### src/rtl/cache_pkg.sv
// Shared constants, state encoding and address helpers for the cache miss-fill engine.
package cache_pkg;

  localparam int unsigned ADDR_WIDTH        = 16;
  localparam int unsigned DATA_WIDTH        = 16;
  localparam int unsigned WORDS_PER_BLOCK   = 8;
  localparam int unsigned BLOCK_OFFSET_BITS = 4;

  // issue_cnt must reach WORDS_PER_BLOCK; recv_cnt only needs WORDS_PER_BLOCK-1.
  localparam int unsigned ISSUE_CNT_W = $clog2(WORDS_PER_BLOCK + 1);
  localparam int unsigned RECV_CNT_W  = $clog2(WORDS_PER_BLOCK);

  typedef enum logic {
    StIdle = 1'b0,
    StFill = 1'b1
  } fill_state_e;

  function automatic logic [ADDR_WIDTH-1:0] block_align(input logic [ADDR_WIDTH-1:0] addr);
    return {addr[ADDR_WIDTH-1:BLOCK_OFFSET_BITS], {BLOCK_OFFSET_BITS{1'b0}}};
  endfunction

  // Word idx of the block at base; the offset is truncated so it never carries into the tag.
  function automatic logic [ADDR_WIDTH-1:0] block_word_addr(input logic [ADDR_WIDTH-1:0] base,
                                                            input logic [ISSUE_CNT_W-1:0] idx);
    logic [BLOCK_OFFSET_BITS-1:0] off;
    off = BLOCK_OFFSET_BITS'({idx, 1'b0});
    return {base[ADDR_WIDTH-1:BLOCK_OFFSET_BITS], off};
  endfunction

endpackage

### src/rtl/cache_fill_fsm_if.sv
// Bundle of cache-side miss signals, memory read port and cache array write port.
interface cache_fill_fsm_if;
  import cache_pkg::*;

  logic                  miss_detected;
  logic [ADDR_WIDTH-1:0] miss_address;
  logic                  fsm_busy;
  logic                  mem_read_en;
  logic [ADDR_WIDTH-1:0] memory_address;
  logic                  memory_data_valid;
  logic [DATA_WIDTH-1:0] memory_data;
  logic                  write_data_array;
  logic                  write_tag_array;
  logic [ADDR_WIDTH-1:0] fill_address;
  logic [DATA_WIDTH-1:0] fill_data;

  modport master (
    input  miss_detected, miss_address, memory_data_valid, memory_data,
    output fsm_busy, mem_read_en, memory_address, write_data_array, write_tag_array,
           fill_address, fill_data
  );

  modport slave (
    output miss_detected, miss_address, memory_data_valid, memory_data,
    input  fsm_busy, mem_read_en, memory_address, write_data_array, write_tag_array,
           fill_address, fill_data
  );

endinterface

### src/rtl/fill_counter.sv
// Up-counter with enable and synchronous clear; clear wins over enable.
module fill_counter #(
  parameter int unsigned Width = 4
) (
  input  logic             clk_i,
  input  logic             rst_ni,
  input  logic             clr_i,
  input  logic             en_i,
  output logic [Width-1:0] count_o
);

  logic [Width-1:0] count_q, count_d;

  always_comb begin
    count_d = count_q;
    if (clr_i) begin
      count_d = '0;
    end else if (en_i) begin
      count_d = count_q + Width'(1);
    end
  end

  always_ff @(posedge clk_i or negedge rst_ni) begin
    if (!rst_ni) begin
      count_q <= '0;
    end else begin
      count_q <= count_d;
    end
  end

  assign count_o = count_q;

endmodule

### src/rtl/cache_fill_fsm.sv
// Miss-fill engine: stalls the pipeline, streams one block from pipelined memory into the
// cache data array and writes tag/valid together with the last word.
module cache_fill_fsm
  import cache_pkg::*;
(
  input  logic             clk,
  input  logic             rst,
  cache_fill_fsm_if.master bus
);

  fill_state_e           state_q, state_d;
  logic [ADDR_WIDTH-1:0] base_q, base_d;
  logic [ISSUE_CNT_W-1:0] issue_cnt;
  logic [RECV_CNT_W-1:0]  recv_cnt;

  logic busy, issue_en, recv_en, last_word, cnt_clr;

  always_comb begin
    state_d   = state_q;
    base_d    = base_q;
    busy      = 1'b0;
    issue_en  = 1'b0;
    recv_en   = 1'b0;
    last_word = 1'b0;
    cnt_clr   = 1'b0;
    unique case (state_q)
      StIdle: begin
        // Stall in the miss cycle itself; returning data is ignored here.
        busy    = bus.miss_detected;
        cnt_clr = 1'b1;
        if (bus.miss_detected) begin
          base_d  = block_align(bus.miss_address);
          state_d = StFill;
        end
      end
      StFill: begin
        busy      = 1'b1;
        issue_en  = issue_cnt < ISSUE_CNT_W'(WORDS_PER_BLOCK);
        recv_en   = bus.memory_data_valid;
        last_word = bus.memory_data_valid && (recv_cnt == RECV_CNT_W'(WORDS_PER_BLOCK - 1));
        if (last_word) begin
          cnt_clr = 1'b1;
          state_d = StIdle;
        end
      end
      default: state_d = StIdle;
    endcase
  end

  always_ff @(posedge clk or negedge rst) begin
    if (!rst) begin
      state_q <= StIdle;
      base_q  <= '0;
    end else begin
      state_q <= state_d;
      base_q  <= base_d;
    end
  end

  fill_counter #(
    .Width (ISSUE_CNT_W)
  ) u_issue_cnt (
    .clk_i   (clk),
    .rst_ni  (rst),
    .clr_i   (cnt_clr),
    .en_i    (issue_en),
    .count_o (issue_cnt)
  );

  fill_counter #(
    .Width (RECV_CNT_W)
  ) u_recv_cnt (
    .clk_i   (clk),
    .rst_ni  (rst),
    .clr_i   (cnt_clr),
    .en_i    (recv_en),
    .count_o (recv_cnt)
  );

  assign bus.fsm_busy         = busy;
  assign bus.mem_read_en      = issue_en;
  assign bus.memory_address   = block_word_addr(base_q, issue_cnt);
  assign bus.write_data_array = recv_en;
  assign bus.write_tag_array  = last_word;
  assign bus.fill_address     = block_word_addr(base_q, ISSUE_CNT_W'(recv_cnt));
  assign bus.fill_data        = bus.memory_data;

endmodule
### src/flat_wrapper.sv
// flat-port wrapper written by rule: the top's interface ports become plain ports
module cache_fill_fsm_flat import cache_pkg::*;
  (clk, rst, bus_miss_detected, bus_miss_address, bus_memory_data_valid, bus_memory_data, bus_fsm_busy, bus_mem_read_en, bus_memory_address, bus_write_data_array, bus_write_tag_array, bus_fill_address, bus_fill_data);
  cache_fill_fsm_if bus_i ();
  input  logic clk;
  input  logic rst;
  input wire logic [$bits(bus_i.miss_detected)-1:0] bus_miss_detected;
  input wire logic [$bits(bus_i.miss_address)-1:0] bus_miss_address;
  input wire logic [$bits(bus_i.memory_data_valid)-1:0] bus_memory_data_valid;
  input wire logic [$bits(bus_i.memory_data)-1:0] bus_memory_data;
  output wire logic [$bits(bus_i.fsm_busy)-1:0] bus_fsm_busy;
  output wire logic [$bits(bus_i.mem_read_en)-1:0] bus_mem_read_en;
  output wire logic [$bits(bus_i.memory_address)-1:0] bus_memory_address;
  output wire logic [$bits(bus_i.write_data_array)-1:0] bus_write_data_array;
  output wire logic [$bits(bus_i.write_tag_array)-1:0] bus_write_tag_array;
  output wire logic [$bits(bus_i.fill_address)-1:0] bus_fill_address;
  output wire logic [$bits(bus_i.fill_data)-1:0] bus_fill_data;
  assign bus_i.miss_detected = bus_miss_detected;
  assign bus_i.miss_address = bus_miss_address;
  assign bus_i.memory_data_valid = bus_memory_data_valid;
  assign bus_i.memory_data = bus_memory_data;
  assign bus_fsm_busy = bus_i.fsm_busy;
  assign bus_mem_read_en = bus_i.mem_read_en;
  assign bus_memory_address = bus_i.memory_address;
  assign bus_write_data_array = bus_i.write_data_array;
  assign bus_write_tag_array = bus_i.write_tag_array;
  assign bus_fill_address = bus_i.fill_address;
  assign bus_fill_data = bus_i.fill_data;
  cache_fill_fsm u_core (.clk(clk), .rst(rst), .bus(bus_i));
endmodule
### config.mk
export PLATFORM = sky130hd
export DESIGN_NAME = cache_fill_fsm_flat
export DESIGN_NICKNAME = d
export VERILOG_FILES = /design/src/rtl/cache_pkg.sv /design/src/rtl/cache_fill_fsm_if.sv /design/src/rtl/fill_counter.sv /design/src/rtl/cache_fill_fsm.sv /design/src/flat_wrapper.sv
export SDC_FILE = /design/constraint.sdc
export NUM_CORES = 1
export LEC_CHECK = 0
export BUFFER_PORTS_ARGS = -buffer_cell sky130_fd_sc_hd__buf_2
export CORE_MARGIN = 4
export CORE_UTILIZATION = 40
export CTS_BUF_LIST = sky130_fd_sc_hd__clkbuf_8 sky130_fd_sc_hd__clkbuf_16
export DETAILED_ROUTE_END_ITERATION = 7
export MAX_ROUTING_LAYER = met4
export PLACE_DENSITY = 0.81
export SYNTH_ARGS = -nofsm -noshare
export SYNTH_HDL_FRONTEND = slang
export SYNTH_SLANG_ARGS = --single-unit
export TNS_END_PERCENT = 30
### constraint.sdc
create_clock -name clk -period 3.06 [get_ports clk]
set_input_delay 0.612 -clock clk [delete_from_list [all_inputs] [get_ports clk]]
set_output_delay 0.612 -clock clk [all_outputs]
set_load 0.01 [all_outputs]
==> results of run 1 <==
-- power by group --
group	internal [mW]	switching [mW]	total, mW	leakage, nW
Clock	0.114	0.0795	0.194	0.0288
Sequential	0.396	0.109	0.505	0.239
Combinational	0.330	0.288	0.618	0.378
Total	0.840	0.476	1.32	0.646
-- sequential cells by signal, summed over array words and instances, names as in the netlist --
name,cells
u_core.base_q,12
u_core.u_issue_cnt.count_o,4
u_core.u_recv_cnt.count_o,3
u_core.state_q,1
-- logic make-up after synthesis --
logic type | Yosys count | synth area share
adders and majority gates | 3 | 0.0331
other | 1 | 0.00331
DFF | 20 | 0.442
xor gates and xnor gates | 3 | 0.0232
buffers and inverters | 37 | 0.238
muxes | 13 | 0.158
and+or+nand+nor | 18 | 0.0861
AOI/OAI and AO/OA | 3 | 0.0166
-- per-stage QoR --
step	instances	setup WS (ps)	total power, mW
after floorplan	99	1390	1.03
after global placement	144	1340	1.12
after detailed placement	144	1310	1.14
after CTS	148	1030	1.34
after global routing	148	970	1.43
final	148	1050	1.32
-- worst paths after layout --
| path | from | end | slack (ps) |
|---|---|---|---|
| setup / recovery | u_core.u_recv_cnt.count_o[0]$_DFFE_PN0P_ | bus_write_tag_array | 1050 |
| hold / removal | rst | u_core.base_q[14]$_DFFE_PN0P_ | 290 |
| setup reg to reg | u_core.state_q$_DFF_PN0_ | u_core.base_q[5]$_DFFE_PN0P_ | 1660 |
| hold reg to reg | u_core.base_q[15]$_DFFE_PN0P_ | u_core.base_q[15]$_DFFE_PN0P_ | 530 |
| max in group asynchronous | rst | u_core.u_recv_cnt.count_o[2]$_DFFE_PN0P_ | 2470 |
| min in group clk | u_core.base_q[15]$_DFFE_PN0P_ | u_core.base_q[15]$_DFFE_PN0P_ | 530 |
-- per-layer routing --
| metal | up-vias | track usage |
|---|---|---|
| li1 | 315 | - |
| met1 | 320 | 0.132 |
| met2 | 41 | 0.174 |
| met3 | 2 | 0.0273 |
| met4 | 0 | 0.0464 |
| met5 | - | - |
-- cell usage in the layout (no fill, tap or decap), drive strengths merged --
cell    netlist  routed
and3          1       1
a31oi         1       1
clkbuf        1       4
dfrtp        20      20
o22ai         2       2
nor2b         3       3
nand2b        1       1
ha            3       3
nand2         4       4
xnor2         2       2
buf          34      49
or2           1       1
xor2          1       1
mux2i         1       1
and2          3       3
conb          1       2
mux2         12      12
inv           2       2
nor2          5       5
-- layout make-up --
cell class                 count  area [um2]  area share
tap                           31        38.8      0.0320
timing repair buffer          49         245       0.202
multi-input combinational     42         367       0.302
clock buffer                   4        55.1      0.0454
inverter                       2        7.51     0.00619
sequential                    20         500       0.412
==> results_dict.tcl, run 1 <==
set metrics [dict create \
    critical_path.startpoint_type "flop" \
    required_ps 2450 \
    grt_pass1_vias 659 \
    cts_max_path_buffers 2 \
    ioPinCount 88 \
    ys_seq_elements 20 \
    crit_fanout 4 \
    synth_area_leaders "dfrtp_1, buf_4, mux2_4, ha_1, mux2_2" \
    cts_resized 0 \
    cts-hold-fix-buffers 0 \
    final_max_slew_viol_count 0 \
    vias 678 \
    synth_cell_types 22 \
    synth.avg_cell_area_um2 11.6 \
    fin_nets 157 \
    vdd_drop_max_mv 0.581 \
    synth_ff_type "dfrtp_1" \
    final_util 0.444 \
    drt-initial-drc-count 33 \
    cts_tree "built" \
    synthArstFlopShare 1.00 \
    die_height_um 61.2 \
    clk_latency_ps 250 \
    crit_slowest_cell "dfrtp_1" \
    drt_wl_total_mm 1.88 \
    maxCapViolCount 0 \
    path_common_cell "ha_1" \
    synth.most_common_cell "buf_4" \
    wl_met2_um 878 \
    grt_max_degree 21 \
    wl_per_cell_um 12.7 \
    die_width_um 61.2 \
    place_area_mm2 0.00116 \
    worstPathArrival_ps 1400 \
    fp-row-count 19 \
    setup_viol 0 \
    vias_per_cell 4.58 \
    cpLargestDelayFamily "adder cells" \
    ys_seq_area_frac 0.442 \
    post_cts_buffers 0 \
    max_freq_mhz 496 \
    yosys.area.top_type "dfrtp_1" \
    clk_pin_slew_ps 70 \
    met1_length_um 717 \
    hpwl_mm 1.50 \
    synth_commonest_cells "buf_4, dfrtp_1, mux2_4" \
    drc 0 \
    dr.pass1.iters 3 \
    path_cells "ha_1 -> ha_1 -> and3_1 -> buf_2" \
    wl_met3_um 275 \
    hold_viol 0 \
    die-area_mm2 0.00375 \
    leakage_nw 0.646 \
    setup-tns-final_ps 0 \
    antenna_found_initial 0 \
    rr_worst_depth 2 \
    cp.depth 4 \
    worst_hold_path_type "in -> async" \
    routed.top_layer "met4" \
    cts.sinks 20 \
    synth_edf_count 0 \
    status "finished, final reports clean" \
    grt_pass1_wl_mm 2.93 \
    rsz0062_at_grt "no" \
    cts_buffers 3 \
    synth_top_area_share 0.442 \
    port_buffers 49 \
    gr-total-overflow 0 \
    drive_gt1_frac 0.573 \
    fin_crit_ps 2010 \
    gp_congestion 0.660 \
    ctsRootBufferMaster "clkbuf_8" \
    p_per_area_mw_per_mm2 1080 \
    area_growth_pct 7.06 \
    finClkSkew_ps 1.75 \
    ant_nets 0 \
    synthCells 98 \
    min_period_over_period 0.658 \
    htreeDepth 1 \
    grt_use_total 0.110 \
    n_fill_cell 261 \
    core_mm2 0.00273 \
    max_stage_delay_ps 400 \
    whs_ps 292 \
    yosysWarnings 0 \
    path_class "reg -> out" \
    critPathCaptureType "primary output" \
    crit_buf_inv 1 \
    syn_area_mm2 0.00113 \
    finalInstanceArea_mm2 0.00121 \
    insertedDiodeCount 0 \
    initial_core_util 0.415 \
]
Power figures use the tool's default switching activity.
==> run 2, diff against run 1 <==
--- a/config.mk
+++ b/config.mk
@@ -7,11 +7,11 @@
 export LEC_CHECK = 0
 export BUFFER_PORTS_ARGS = -buffer_cell sky130_fd_sc_hd__buf_2
 export CORE_MARGIN = 4
-export CORE_UTILIZATION = 40
+export CORE_UTILIZATION = 35
 export CTS_BUF_LIST = sky130_fd_sc_hd__clkbuf_8 sky130_fd_sc_hd__clkbuf_16
 export DETAILED_ROUTE_END_ITERATION = 7
 export MAX_ROUTING_LAYER = met4
-export PLACE_DENSITY = 0.81
+export PLACE_DENSITY = 0.75
 export SYNTH_ARGS = -nofsm -noshare
 export SYNTH_HDL_FRONTEND = slang
 export SYNTH_SLANG_ARGS = --single-unit
==> constraint.sdc (replaced) <==
create_clock -name clk -period 1.7 [get_ports clk]
set_input_delay 0.34 -clock clk [delete_from_list [all_inputs] [get_ports clk]]
set_output_delay 0.34 -clock clk [all_outputs]
set_load 0.01 [all_outputs]
==> results_dict.tcl, run 2 (synthesized netlist as in run 1, its figures left out) <==
set metrics [dict create \
    status "finished, final reports clean" \
    worstPathArrival_ps 1290 \
    leakage_nw 0.670 \
    final_common_cell "buf_2" \
    max_freq_mhz 614 \
    path_cells "ha_2 -> ha_4 -> and3_1 -> buf_2" \
    ant_nets 0 \
    wl_per_cell_um 12.2 \
    htreeDepth 1 \
    grt_pass1_wl_mm 3.28 \
    die-area_mm2 0.00421 \
    seqCellArea_um2 500 \
    finalInstanceArea_mm2 0.00129 \
    ioPinCount 88 \
    final_cell_mix "buf_2, dfrtp_1, mux2_4, nor2_1" \
    final_max_slew_viol_count 0 \
    p_per_area_mw_per_mm2 1980 \
    ctsRootBufferMaster "clkbuf_8" \
    setup_viol 0 \
    layoutNonFillerInstCount 165 \
    die_height_um 64.9 \
    core_mm2 0.00308 \
    rsz0062_at_grt "no" \
    fp-row-count 20 \
    place_inst 157 \
    maxCapViolCount 0 \
    vias 697 \
    vdd_drop_max_mv 0.838 \
    critical_path.startpoint_type "flop" \
    crit_slowest_cell "dfrtp_1" \
    cts_max_path_buffers 2 \
    whs_ps 17.6 \
    final_util 0.420 \
    insertedDiodeCount 0 \
    die_width_um 64.9 \
    place_area_mm2 0.00117 \
    setup-tns-final_ps 0 \
    hold_viol 0 \
    crit_buf_inv 1 \
    required_ps 1360 \
    vias_per_cell 4.22 \
    cts.sinks 20 \
    layout_setup_ws_ps 70.4 \
    initial_core_util 0.368 \
    drt_wl_total_mm 2.02 \
    totalPowerFinal_mw 2.56 \
    fin_nets 161 \
    port_buffers 49 \
    cpLargestDelayFamily "flip-flops" \
    drc 0 \
    n_fill_cell 307 \
    path_class "reg -> out" \
    place_ws_ps 200 \
    critPathCaptureType "primary output" \
    cts_buffers 3 \
    clk_latency_ps 250 \
    area_growth_pct 13.9 \
    cts_tree "built" \
    antenna_found_initial 0 \
    gp_congestion 0.649 \
    finClkSkew_ps 2.89 \
    dr.pass1.iters 2 \
    grt_max_degree 21 \
    max_stage_delay_ps 380 \
    hpwl_mm 1.54 \
    crit_fanout 2 \
    drive_gt1_frac 0.603 \
    largest_reg_flops 12 \
    cts-hold-fix-buffers 0 \
    multi_input_area_um2 382 \
    drt-initial-drc-count 18 \
    min_period_over_period 0.959 \
    regMostFlops "u_core.base_q" \
    clk_pin_slew_ps 70 \
    worst_hold_path_type "in -> async" \
    gr-total-overflow 0 \
    grt_use_total 0.103 \
    grt_pass1_vias 745 \
    fin_crit_ps 1630 \
]
[run 2: changes by cell type in the layout (fill, tap and decap cells not counted), sizes merged]
cell,previous run,this run
buf,49,53
bufinv,0,1
clkbuf,4,3
[run 2: worst paths after layout]
path,from,to,slack (ps),cells past startpoint
max,u_core.u_recv_cnt.count_o[1]$_DFFE_PN0P_,bus_write_tag_array,70,4
min,rst,u_core.base_q[9]$_DFFE_PN0P_,20,1
max reg2reg,u_core.state_q$_DFF_PN0_,u_core.base_q[5]$_DFFE_PN0P_,300,2
min reg2reg,u_core.base_q[15]$_DFFE_PN0P_,u_core.base_q[15]$_DFFE_PN0P_,540,1
max in group asynchronous,rst,u_core.u_recv_cnt.count_o[2]$_DFFE_PN0P_,1380,1
min in group clk,bus_miss_address[8],u_core.base_q[8]$_DFFE_PN0P_,310,2
[run 2: repair_timing]
action / CTS / global route
resized for setup: 1 / 2
setup endpoints to repair: 1 / 1
hold endpoints to repair: 0 / 0
buffers inserted: 2 / 2
pin swaps: 0 / 1
[run 2: final cells by class]
class                      instances  share of cell area
multi-input combinational         42               0.296
sequential                        20               0.388
clock inverter                     1              0.0233
tap                               44              0.0426
inverter                           2             0.00581
timing repair buffer              53               0.213
clock buffer                       3              0.0320
[run 2: routing by layer]
layer,share of wire,track usage,vias up
met5,0,-,-
met4,0.011,0.0317,0
met3,0.12,0.0468,6
met2,0.51,0.172,48
met1,0.36,0.109,318
li1,-,-,325
[run 2: report_power, final]
part / internal (mW) / switching, mW / total, mW
Sequential: 0.713 / 0.202 / 0.915
Combinational: 0.637 / 0.542 / 1.18
Clock: 0.314 / 0.147 / 0.461
Total: 1.66 / 0.892 / 2.56
